$ cat src/rtl/hockey_pkg.sv
// Shared constants and types for the hockey display: grid limits, turn codes,
// active-low seven-segment patterns and the scan FSM state encoding.
package hockey_pkg;

    localparam int COORD_W = 3;
    localparam int SCORE_W = 3;
    localparam logic [COORD_W-1:0] GRID_MAX = 3'd4;

    localparam logic [1:0] TURN_IDLE = 2'd0;
    localparam logic [1:0] TURN_A    = 2'd1;
    localparam logic [1:0] TURN_B    = 2'd2;

    // Active-low patterns, bit order {g,f,e,d,c,b,a}
    localparam logic [6:0] SEG_D0    = 7'b1000000;
    localparam logic [6:0] SEG_D1    = 7'b1111001;
    localparam logic [6:0] SEG_D2    = 7'b0100100;
    localparam logic [6:0] SEG_D3    = 7'b0110000;
    localparam logic [6:0] SEG_D4    = 7'b0011001;
    localparam logic [6:0] SEG_D5    = 7'b0010010;
    localparam logic [6:0] SEG_D6    = 7'b0000010;
    localparam logic [6:0] SEG_D7    = 7'b1111000;
    localparam logic [6:0] SEG_D8    = 7'b0000000;
    localparam logic [6:0] SEG_D9    = 7'b0010000;
    localparam logic [6:0] SEG_DASH  = 7'b0111111;
    localparam logic [6:0] SEG_BLANK = 7'b1111111;

    localparam logic [6:0] SEG_PUCK_Y0 = 7'b1111110;
    localparam logic [6:0] SEG_PUCK_Y1 = 7'b1011101;
    localparam logic [6:0] SEG_PUCK_Y2 = 7'b0111111;
    localparam logic [6:0] SEG_PUCK_Y3 = 7'b1101011;
    localparam logic [6:0] SEG_PUCK_Y4 = 7'b1110111;

    // Encoder code that selects the dash separator
    localparam logic [3:0] CODE_DASH = 4'd10;

    typedef enum logic {
        ST_SHOW = 1'b0,
        ST_GAP  = 1'b1
    } scan_state_e;

    typedef struct packed {
        logic [COORD_W-1:0] x;
        logic [COORD_W-1:0] y;
        logic [SCORE_W-1:0] score_a;
        logic [SCORE_W-1:0] score_b;
        logic [1:0]         turn;
        logic               end_game;
    } frame_s;

    function automatic logic [6:0] puck_pattern(input logic [COORD_W-1:0] y);
        logic [6:0] pat;
        case (y)
            3'd0:    pat = SEG_PUCK_Y0;
            3'd1:    pat = SEG_PUCK_Y1;
            3'd2:    pat = SEG_PUCK_Y2;
            3'd3:    pat = SEG_PUCK_Y3;
            3'd4:    pat = SEG_PUCK_Y4;
            default: pat = SEG_BLANK;
        endcase
        return pat;
    endfunction

endpackage

$ cat src/rtl/hockey_display_seg7_encode.sv
// Combinational decimal/dash encoder producing active-low segment drive.
module seg7_encode
    import hockey_pkg::*;
(
    input  logic [3:0] value_i,
    input  logic       blank_i,
    output logic [6:0] seg_o
);

    // Value-to-pattern lookup with blank override
    always_comb begin
        seg_o = SEG_BLANK;
        if (blank_i) begin
            seg_o = SEG_BLANK;
        end else begin
            case (value_i)
                4'd0:      seg_o = SEG_D0;
                4'd1:      seg_o = SEG_D1;
                4'd2:      seg_o = SEG_D2;
                4'd3:      seg_o = SEG_D3;
                4'd4:      seg_o = SEG_D4;
                4'd5:      seg_o = SEG_D5;
                4'd6:      seg_o = SEG_D6;
                4'd7:      seg_o = SEG_D7;
                4'd8:      seg_o = SEG_D8;
                4'd9:      seg_o = SEG_D9;
                CODE_DASH: seg_o = SEG_DASH;
                default:   seg_o = SEG_BLANK;
            endcase
        end
    end

endmodule

$ cat src/rtl/hockey_display.sv
// Renders puck position, scores and turn state onto an 8-digit multiplexed
// seven-segment display; inputs are snapshotted once per scan frame.
module hockey_display
    import hockey_pkg::*;
#(
    parameter int SCAN_DIV  = 1000,
    parameter int BLINK_DIV = 64
) (
    input  logic       clk,
    input  logic       rst,
    input  logic       coord_valid,
    input  logic [2:0] x_coord,
    input  logic [2:0] y_coord,
    input  logic [2:0] score_a,
    input  logic [2:0] score_b,
    input  logic [1:0] turn,
    input  logic       end_game,
    output logic [7:0] an,
    output logic [6:0] seg,
    output logic       led_a,
    output logic       led_b,
    output logic [4:0] led_x
);

    localparam int SCAN_W  = $clog2(SCAN_DIV);
    localparam int BLINK_W = $clog2(BLINK_DIV + 1);
    localparam logic [SCAN_W-1:0]  SCAN_LAST  = SCAN_W'(SCAN_DIV - 2);
    localparam logic [SCAN_W-1:0]  SCAN_ONE   = SCAN_W'(1);
    localparam logic [BLINK_W-1:0] BLINK_LAST = BLINK_W'(BLINK_DIV - 1);
    localparam logic [BLINK_W-1:0] BLINK_ONE  = BLINK_W'(1);

    scan_state_e          state_q, state_d;
    logic [2:0]           idx_q, idx_d;
    logic [SCAN_W-1:0]    scan_cnt_q, scan_cnt_d;
    logic [BLINK_W-1:0]   blink_cnt_q, blink_cnt_d;
    logic                 blink_q, blink_d;
    frame_s               pend_q, pend_d;
    frame_s               disp_q, disp_d;

    logic [7:0]           an_q, an_d;
    logic [6:0]           seg_q, seg_d;
    logic                 led_a_q, led_a_d;
    logic                 led_b_q, led_b_d;
    logic [4:0]           led_x_q, led_x_d;

    logic                 puck_on_s;
    logic                 puck_here_s;
    logic [2:0]           rink_col_s;
    logic [3:0]           enc_value_s;
    logic                 enc_blank_s;
    logic [6:0]           enc_seg_s;

    // State, snapshot and output registers
    always_ff @(posedge clk or negedge rst) begin
        if (!rst) begin
            state_q     <= ST_SHOW;
            idx_q       <= 3'd0;
            scan_cnt_q  <= '0;
            blink_cnt_q <= '0;
            blink_q     <= 1'b0;
            pend_q      <= '0;
            disp_q      <= '0;
            an_q        <= 8'hFF;
            seg_q       <= 7'h7F;
            led_a_q     <= 1'b0;
            led_b_q     <= 1'b0;
            led_x_q     <= 5'd0;
        end else begin
            state_q     <= state_d;
            idx_q       <= idx_d;
            scan_cnt_q  <= scan_cnt_d;
            blink_cnt_q <= blink_cnt_d;
            blink_q     <= blink_d;
            pend_q      <= pend_d;
            disp_q      <= disp_d;
            an_q        <= an_d;
            seg_q       <= seg_d;
            led_a_q     <= led_a_d;
            led_b_q     <= led_b_d;
            led_x_q     <= led_x_d;
        end
    end

    // Scan FSM, frame-boundary snapshot and blink phase
    always_comb begin
        state_d     = state_q;
        idx_d       = idx_q;
        scan_cnt_d  = scan_cnt_q;
        blink_cnt_d = blink_cnt_q;
        blink_d     = blink_q;
        disp_d      = disp_q;
        pend_d      = pend_q;

        if (coord_valid) begin
            pend_d.x        = x_coord;
            pend_d.y        = y_coord;
            pend_d.score_a  = score_a;
            pend_d.score_b  = score_b;
            pend_d.turn     = turn;
            pend_d.end_game = end_game;
        end else begin
            pend_d = pend_q;
        end

        case (state_q)
            ST_SHOW: begin
                if (scan_cnt_q == SCAN_LAST) begin
                    state_d    = ST_GAP;
                    scan_cnt_d = '0;
                end else begin
                    scan_cnt_d = scan_cnt_q + SCAN_ONE;
                end
            end
            ST_GAP: begin
                state_d = ST_SHOW;
                idx_d   = idx_q + 3'd1;
                // Old pending is loaded here; a same-cycle capture waits a frame
                if (idx_q == 3'd7) begin
                    disp_d = pend_q;
                    if (blink_cnt_q == BLINK_LAST) begin
                        blink_cnt_d = '0;
                        blink_d     = ~blink_q;
                    end else begin
                        blink_cnt_d = blink_cnt_q + BLINK_ONE;
                    end
                end else begin
                    disp_d = disp_q;
                end
            end
            default: begin
                state_d    = ST_SHOW;
                scan_cnt_d = '0;
            end
        endcase
    end

    // Digit content selection for the score side
    always_comb begin
        enc_value_s = 4'd0;
        enc_blank_s = 1'b1;
        case (idx_q)
            3'd7: begin
                enc_value_s = {1'b0, disp_q.score_a};
                enc_blank_s = disp_q.end_game && (disp_q.score_a == 3'd3) && blink_q;
            end
            3'd6: begin
                enc_value_s = CODE_DASH;
                enc_blank_s = 1'b0;
            end
            3'd5: begin
                enc_value_s = {1'b0, disp_q.score_b};
                enc_blank_s = disp_q.end_game && (disp_q.score_b == 3'd3) && blink_q;
            end
            default: begin
                enc_value_s = 4'd0;
                enc_blank_s = 1'b1;
            end
        endcase
    end

    seg7_encode u_seg7_encode (
        .value_i (enc_value_s),
        .blank_i (enc_blank_s),
        .seg_o   (enc_seg_s)
    );

    // Next values of the registered display outputs
    always_comb begin
        puck_on_s   = (disp_q.turn != TURN_IDLE) && !disp_q.end_game &&
                      (disp_q.x <= GRID_MAX) && (disp_q.y <= GRID_MAX);
        rink_col_s  = GRID_MAX - idx_q;
        puck_here_s = puck_on_s && (idx_q <= GRID_MAX) && (disp_q.x == rink_col_s);

        an_d    = 8'hFF;
        seg_d   = SEG_BLANK;
        if (state_q == ST_GAP) begin
            an_d  = 8'hFF;
            seg_d = SEG_BLANK;
        end else begin
            an_d = ~(8'd1 << idx_q);
            if (idx_q > GRID_MAX) begin
                seg_d = enc_seg_s;
            end else if (puck_here_s) begin
                seg_d = puck_pattern(disp_q.y);
            end else begin
                seg_d = SEG_BLANK;
            end
        end

        led_a_d = (disp_q.turn == TURN_A) && !disp_q.end_game;
        led_b_d = (disp_q.turn == TURN_B) && !disp_q.end_game;
        if (puck_on_s) begin
            led_x_d = 5'd1 << disp_q.x;
        end else begin
            led_x_d = 5'd0;
        end
    end

    assign an    = an_q;
    assign seg   = seg_q;
    assign led_a = led_a_q;
    assign led_b = led_b_q;
    assign led_x = led_x_q;

endmodule

$ cat config.mk
export PLATFORM = sky130hd
export DESIGN_NAME = hockey_display
export DESIGN_NICKNAME = d
export VERILOG_FILES = /design/src/rtl/hockey_pkg.sv /design/src/rtl/hockey_display_seg7_encode.sv /design/src/rtl/hockey_display.sv
export SDC_FILE = /design/constraint.sdc
export NUM_CORES = 1
export LEC_CHECK = 0
export CORE_UTILIZATION = 40
export CTS_BUF_LIST = sky130_fd_sc_hd__clkbuf_8
export DETAILED_ROUTE_END_ITERATION = 8
export MAX_ROUTING_LAYER = met4
export PLACE_DENSITY = 0.57
export SYNTH_ARGS = -nofsm -noshare
export SYNTH_HDL_FRONTEND = slang
export SYNTH_HIERARCHICAL = 1
export SYNTH_SLANG_ARGS = --single-unit
$ cat constraint.sdc
create_clock -name clk -period 2.8 [get_ports clk]
set_input_delay 0.7 -clock clk [delete_from_list [all_inputs] [get_ports clk]]
set_output_delay 0.7 -clock clk [all_outputs]
set_load 0.01 [all_outputs]
==> results.ini <==
[yosys]
postSynthCellCount=301
seq_area_frac_synth=0.5372
synth.avg_cell_area_um2=11.57
syn_area_um2=3482
yosys.cell_types.count=53
synth.top_cell.area_share=0.4240
ys_warn_count=6
async_flop_share=1.000
synthTopCellsByCount=dfrtp_1 (59), mux2_2 (26), nand2_1 (25), nor2_1 (23), ha_1 (16)
synth.ff_latch_count=74
syn_nets=335
synthMostInstantiatedCell=dfrtp_1
synthFlopType=dfrtp_1
yosys-top-cells-area=dfrtp_1 (42%), dfstp_2 (11%), mux2_2 (8.4%)
yosys.area.top_type=dfrtp_1
synth_edf_count=0

[place]
place.gp.congestion=0.8452
dpl-instance-area_um2=3983
dp_hpwl_um=4712
io_buffers=39
pre_cts_ws_ns=0.4616

[die]
core_area_um2=8341
die_height_um=95.30
dieArea_um2=9082
initial_core_util=0.4175
die_w_um=95.30
io_pins=40
num_rows=33

[worst_setup_path]
crit_slowest_cell=o21ai_0
max_stage_delay_ns=0.48
critical_path.endpoint_type=flop
cp_data_required_time_ns=3.08
worstPathMaxFanout=6
cp.buffers_inverters=2
arrival_ns=2.67
crit_chain=inv_1, ha_1, a21oi_1, o21ai_0, inv_1, ha_1, o21ai_0, a21oi_1, nor2_1, o21bai_1
start_kind=flop
crit_type=flop to flop
crit_family=compound AO/OA/AOI/OAI gates

[clock_tree]
cts_root_buffer=clkbuf_8
worst_skew_pair.late_latency_ns=0.35
cts_inserted_buffers=9
cts_resized=0
numClockSinks=74
post_cts_hold_buffer_count=0
htreeDepth=3
cts_tree=built
cts_setup_buffers=0
clkSlewWorstSetupHoldPaths_ns=0.08
cts_buffer_depth=2

[global_route]
grt_overflow=0
grt_first_pass_wirelength_um=11220
antenna_found_initial=0
grt_use_total=0.1687
grt_max_degree=46
first_global_vias=2352

[cells_and_area]
area_growth_pct=21.13
nNetsFinal=381
fillers=763
drive_gt1_frac=0.2273
fin_area_um2=4218
n_antenna_cell=0

[pwr]
pwr-share-clk=0.452
internal_power_mw=1.718
power_frac_comb=0.034
p_leak_nw=1.815
swShare=0.1988
p_seq_frac=0.514
power_density_nw_per_um2=508.4
p_sw_mw=0.4263
peakVddDrop_uv=315.1

[flow_run]
drv_cap=0

[routing]
dr.pass1.iters=4
drtIter0Drc=108
ant_nets=0
wirelength_um=6376
num_vias=2294
avgRoutedWirePerCell_um=13.95
viasPerCell=5.020
drc_errors=0

[timing]
postLayoutSetupSlackWorst_ns=0.4088
hold_ws_ns=0.3633
rsz0062_at_grt=false
setup_violations=0
hold_viol_final=0
maxSlewViolCount=0
worst_slew_pin_slew_ns=0.8696
skew_ns=0.01395
min_period_ns=2.391
max_freq_ghz=0.4182
max-slew-margin-rel=0.4153
post-route-period-util=0.8540
setup_tns_ns=0

[hold_path]
min_path_type=primary input to async pin

[outcome]
status=complete, no violations

-- area by class of cell --
class	instances	area, um^2	area share
clock buffers	9	123.9	0.02937
clock inverters	7	111.4	0.02640
inverters	13	48.80	0.01157
multi-input cells	205	1509	0.3578
flip-flops and latches	74	1871	0.4435
well taps	105	131.4	0.03115
repair buffers	44	422.9	0.1003
-- flip-flops by register name, indices dropped and copies added (netlist names), 3 cells and up --
register,flops
an,8
blink_cnt_q,7
disp_q,15
idx_q,3
led_x,5
pend_q,15
scan_cnt_q,10
seg,7
-- power groups by stage --
| stage | logic, mW | clock network [mW] | registers (mW) |
|---|---|---|---|
| after floorplan | 0.0265 | 0 | 1.12 |
| after global placement | 0.0746 | 0 | 1.12 |
| after detailed placement | 0.0759 | 0 | 1.12 |
| after CTS | 0.0759 | 0.999 | 1.10 |
| after global routing | 0.0824 | 1.04 | 1.11 |
| final | 0.0729 | 0.969 | 1.10 |
-- metal layers --
metal | wire, um | global-route usage | part of all wire
met4 | 140 | 0.06944 | 0.022
met1 | 3170 | 0.2259 | 0.50
met5 | 0 | - | 0
met3 | 227 | 0.04386 | 0.036
met2 | 2837 | 0.2423 | 0.44
-- cells by family (layout without fill, tap and decap cells) --
kind of cell / Yosys count / after routing / share of synthesized area
flops: 74 / 74 / 0.5372
buf+inv: 22 / 73 / 0.02947
fa+ha+maj: 16 / 16 / 0.05749
compound gates: 46 / 46 / 0.08157
simple gates: 103 / 103 / 0.1732
mux: 27 / 27 / 0.08839
xor+xnor: 13 / 13 / 0.03270
-- layout by cell type, fill, tap and decap left out, types with 2 or more instances in the layout --
master and count:
o31ai_1 2, o22ai_1 2, nand4b_1 2, nand2_1 25, bufinv_16 3, and2_1 2, dfstp_2 15, nand3_1 7
a21oi_1 13, clkbuf_8 9, buf_4 5, mux2_2 26, nand4_1 3, nand2b_1 8, nor3_2 2, nor3b_1 2
ha_1 16, o21bai_1 2, o21ai_0 13, xnor2_1 7, nor3_1 9, nand2b_4 2, dfrtp_1 59, inv_1 15
a31oi_1 3, a32o_1 2, or2_2 3, xor2_1 6, clkdlybuf4s50_1 38, nor2_1 23, or3_1 3
-- stage by stage --
step / power, mW / instances / utilization
5_1_grt: 2.228 / 457 / 0.5057
3_3_place_gp: 1.197 / 441 / 0.4775
3_5_place_dp: 1.199 / 441 / 0.4775
4_1_cts: 2.177 / 457 / 0.5057
6_report: 2.145 / 457 / 0.5057
2_1_floorplan: 1.144 / 301 / -
-- path summary, 6_finish.rpt --
| kind | from | end | slack [ns] | depth (start not counted) |
|---|---|---|---|---|
| min reg2reg | disp_q[1] | led_b | 0.48 | 1 |
| max reg2reg | idx_q[1] | seg[3] | 0.41 | 10 |
| min | rst | scan_cnt_q[6] | 0.36 | 2 |
| max | idx_q[1] | seg[3] | 0.41 | 10 |
| min in group clk | disp_q[1] | led_b | 0.48 | 1 |
| max in group asynchronous | rst | seg[3] | 1.98 | 2 |
Note: power is estimated with default switching activity, not from simulation.
==> variant 1, RTL diff (same flow settings) <==
`SCAN_DIV`: 1000 -> 500.
--- a/src/rtl/hockey_display.sv
+++ b/src/rtl/hockey_display.sv
@@ -3,7 +3,7 @@
 module hockey_display
     import hockey_pkg::*;
 #(
-    parameter int SCAN_DIV  = 1000,
+    parameter int SCAN_DIV  = 500,
     parameter int BLINK_DIV = 64
 ) (
     input  logic       clk,
Formal check against the unedited RTL: no difference found for any inputs over 10 cycles, from zero or initial values and one cycle with rst low; that may be too few to reach the edited logic, so the function may still have changed.
==> variant 1 against the original RTL <==
Area after synthesis fell by 3.4%; total power down 11%; clock skew decreased by 3.3 ps; wire length fell by 2.9%; maximum frequency decreased by 5.5%; design area decreased by 4.2%; sequential cell count decreased by 1; worst hold slack improved by 1.8 ps; global-route usage is 0.50 points lower; worst setup slack lost 140 ps; largest cell class unchanged.
==> variant 1: results (changes against the original RTL) <==
Finish
  – Buffer share of cell area: 0.106 (+0.00568)
  – Share of cells above drive strength 1: 0.167 (-0.0606)
  – Multi-input gate share of total cell area: 0.350 (-0.00801)
  – Fill count: 770 (+0.92%)
  – Non-CTS inverters: 11 (-2)
  – Clock buffer count: 10 (+1)
  – NumNets Final: 389 (+2.1%)
  – Multi-In Gates: 217 (+5.9%)
  – Buffers, non-clock: 43 (-2.3%)
  – Clk cell area share: 0.0446 (-0.0112)
  – Utilization after layout: 0.494 (-0.0117)
  – Register area: 0.00185 mm² (-1.3%)

Placed design
  – Gpl congestion: 0.856 (+1.2%)
  – Cell count after placement: 449 (+1.8%)
  – Placement Cell Area: 0.00386 mm² (-3.1%)
  – Post-Place Setup Slack: 310 ps (-152 ps)
  – Detailed Place HPWL: 4370 µm (-7.2%)

Drt
  – Met2 wire len: 2680 µm (-5.6%)
  – Router iterations before antenna repair: 6 (+2)
  – Drt wl/cell: 13.3 µm (-4.6%)
  – Starting DRT DRC Count: 120 (+11%)
  – Total Routed Length: 6190 µm (-2.9%)
  – M1 WL: 3200 µm (+0.98%)
  – Routed Antenna Nets: 0 (unchanged)
  – DR top layer: met4
  – Met3 WL: 195 µm (-14%)
  – DR vias: 2309 (+0.65%)

Yosys
  – Cells after Synth: 313 (+4.0%)
  – Post-synthesis xor/xnor area fraction: 0.0339 (+0.00117)
  – Post-Synth Adder-Cell Area: 0.0595 (+0.00205)
  – Register area share after synthesis: 0.549 (+0.0117)
  – Top cells by area, synth: dfrtp_1 43%, dfstp_2 12%, nand2_1 6.1%
  – Syn nets: 347 (+3.6%)
  – Post-synthesis mux area share: 0.0532 (-0.0352)
  – Compound-Gate Fraction of Synth Area: 0.0893 (+0.00775)
  – Leading cell types by count after synthesis: 58 x dfrtp_1, 55 x nand2_1, 22 x nor2_1, 16 x ha_1
  – Post-synth cell types: 48 (-9.4%)

Worst setup path
  – CP peak stage delay: 520 ps (+40 ps)
  – Critical path peak fanout: 9 (+3)
  – Slowest cell on crit path: dfrtp_1
  – CP arrival: 2810 ps (+140 ps)

Global routing
  – Pin count of the biggest net entering global routing: 48 (+4.3%)
  – Vias in the first global route: 2234 (-5.0%)
  – Grt met1 use: 0.234 (+0.00815)
  – GRT Total Usage: 0.164 (-0.00497)
  – Routing usage on met2: 0.229 (-0.0129)
  – Met3 Use GR: 0.0275 (-0.0164)
  – First-pass GRT wire length: 10800 µm (-4.1%)

Status
  – Outcome: completed

Power
  – Maximum VDD drop: 322 µV (+2.0%)
  – Leakage power: 1.79 nW (-1.6%)

Timing
  – Clock Skew: 10.7 ps (-3.25 ps)
  – Worst Tran Pin Value: 675 ps (-194 ps)

Clock network
  – Sink Count: 73 (-1.4%)
  – Clock tree buffer depth: 2 (unchanged)

Floorplan
  – Full die area: 0.00878 mm² (-3.4%)
==> variant 1: cell count changes in the layout (fill, tap and decap cells not counted), moves of 3 or more <==
cell       unedited run  this run
a21o_1                1         4
bufinv_16             3         0
inv_1                15        11
mux2_2               26        15
nand2_1              25        55
nand3_1               7         4
or3_1                 3         0
==> variant 1: worst paths after layout <==
check	slack (ps)	startpoint	end	depth (start not counted)
hold / removal	370	rst	scan_cnt_q[3]	1
setup / recovery	270	idx_q[0]	seg[3]	9
hold reg to reg	480	pend_q[11]	disp_q[11]	2
min in group clk	480	pend_q[11]	disp_q[11]	2
max in group asynchronous	1740	rst	seg[3]	2
setup reg to reg	270	idx_q[0]	seg[3]	9
==> variant 1: where the power goes <==
| group | internal [mW] | switching (mW) |
|---|---|---|
| Combinational | 0.0420 | 0.0309 |
| Sequential | 1.08 | 0.0124 |
| Clock | 0.347 | 0.405 |
| Total | 1.47 | 0.448 |
==> variant 2, RTL diff (same settings) <==
Without the edit above. Make the reset (`rst`) synchronous in one clocked block.
--- a/src/rtl/hockey_display.sv
+++ b/src/rtl/hockey_display.sv
@@ -51,7 +51,7 @@
     logic [6:0]           enc_seg_s;
 
     // State, snapshot and output registers
-    always_ff @(posedge clk or negedge rst) begin
+    always_ff @(posedge clk) begin
         if (!rst) begin
             state_q     <= ST_SHOW;
             idx_q       <= 3'd0;
Formal check against the unedited RTL: differs if rst is asserted again (counterexample within 4 cycles, from zero or initial values and one cycle with rst low); with rst held inactive, the same outputs for 10 cycles.
==> variant 2 against the original RTL <==
Critical path depth down 2; wire length is 3.7% lower; via count up 7.5%; area after synthesis down 9.2%; sequential cell count unchanged; worst setup slack got worse by 56 ps; cell count up 10%; design area fell by 8.2%; total power shrank 0.66%; sequential share of layout area is 6.1 points lower; highest routed layer unchanged.
==> variant 2: results (changes against the original RTL) <==
Placed design
  – Cell count after placement: 487 (+10%)
  – Detailed Place HPWL: 4340 µm (-7.9%)
  – Placement Cell Area: 0.00363 mm² (-8.7%)
  – Post-Place Setup Slack: 219 ps (-243 ps)

Power
  – Clk pwr share: 0.453 (about the same)
  – Leakage power: 1.42 nW (-22%)
  – Comb pwr share: 0.040 (+0.006)

Yosys
  – Post-synth cell types: 44 (-17%)
  – Syn nets: 391 (+17%)
  – Register area share after synthesis: 0.469 (-0.0685)
  – Top cells by area, synth: dfxtp_1 47%, nand2_1 6.4%, ha_1 6.3%
  – Mapped Avg Cell Area: 8.85 µm² (-23%)
  – Leading cell types by count after synthesis: 74 x dfxtp_1, 54 x nand2_1, 52 x nor2_1, 31 x a21oi_1, 17 x mux2i_1

Global routing
  – First-pass GRT wire length: 10700 µm (-4.6%)
  – Pin count of the biggest net entering global routing: 18 (-61%)
  – Vias in the first global route: 2259 (-4.0%)
  – Met3 Use GR: 0.0311 (-0.0127)

Worst setup path
  – Worst setup path start: idx_q[0]
  – FF-to-FF End: seg[6]
  – Critical path peak fanout: 8 (+2)
  – CP peak stage delay: 560 ps (+80 ps)
  – Reg2reg path depth: 8 (-2)

Drt
  – Drt wl/cell: 12.2 µm (-12%)
  – Met2 wire len: 2610 µm (-8.1%)
  – Starting DRT DRC Count: 94 (-13%)
  – M1 WL: 3260 µm (+2.7%)
  – Via density: 4.90 (-2.3%)
  – Met3 WL: 213 µm (-6.2%)

Timing
  – Worst hold slack: 461 ps (+97.8 ps)
  – Slew Limit Headroom: 0.550 (+0.135)
  – Clock Skew: 11.0 ps (-3.00 ps)

Worst hold path
  – Hold WC Path Type: reg2reg

Status
  – Outcome: completed
variant 2: cell count changes after synthesis, moves of 18 or more:
cell,before,now
dfrtp_1,59,0
nand2_1,25,54
mux2_2,26,0
a21oi_1,13,31
dfxtp_1,0,74
nor2_1,23,52
variant 2: cell families (layout without fill, tap and decap cells):
group	count (synthesis)	count (layout)	synth area share
DFF	74	74	0.469
and+or+nand+nor	152	152	0.228
buffers and inverters	26	70	0.0388
adders and majority gates	16	16	0.0633
muxes	17	17	0.0538
xor gates and xnor gates	17	17	0.0471
AOI/OAI and AO/OA	55	55	0.0998
variant 2: final cells by class:
class | count | area, µm²
tap | 102 | 128
clock inverter | 4 | 72.6
multi-input combinational | 257 | 1560
inverter | 9 | 33.8
sequential | 74 | 1480
clock buffer | 12 | 165
fill | 753 | 3810
timing repair buffer | 45 | 435
variant 2: timing repair:
item	in CTS	in global routing
endpoints found under the hold margin	0	0
resized for setup	0	1
endpoints found under the setup margin	0	2
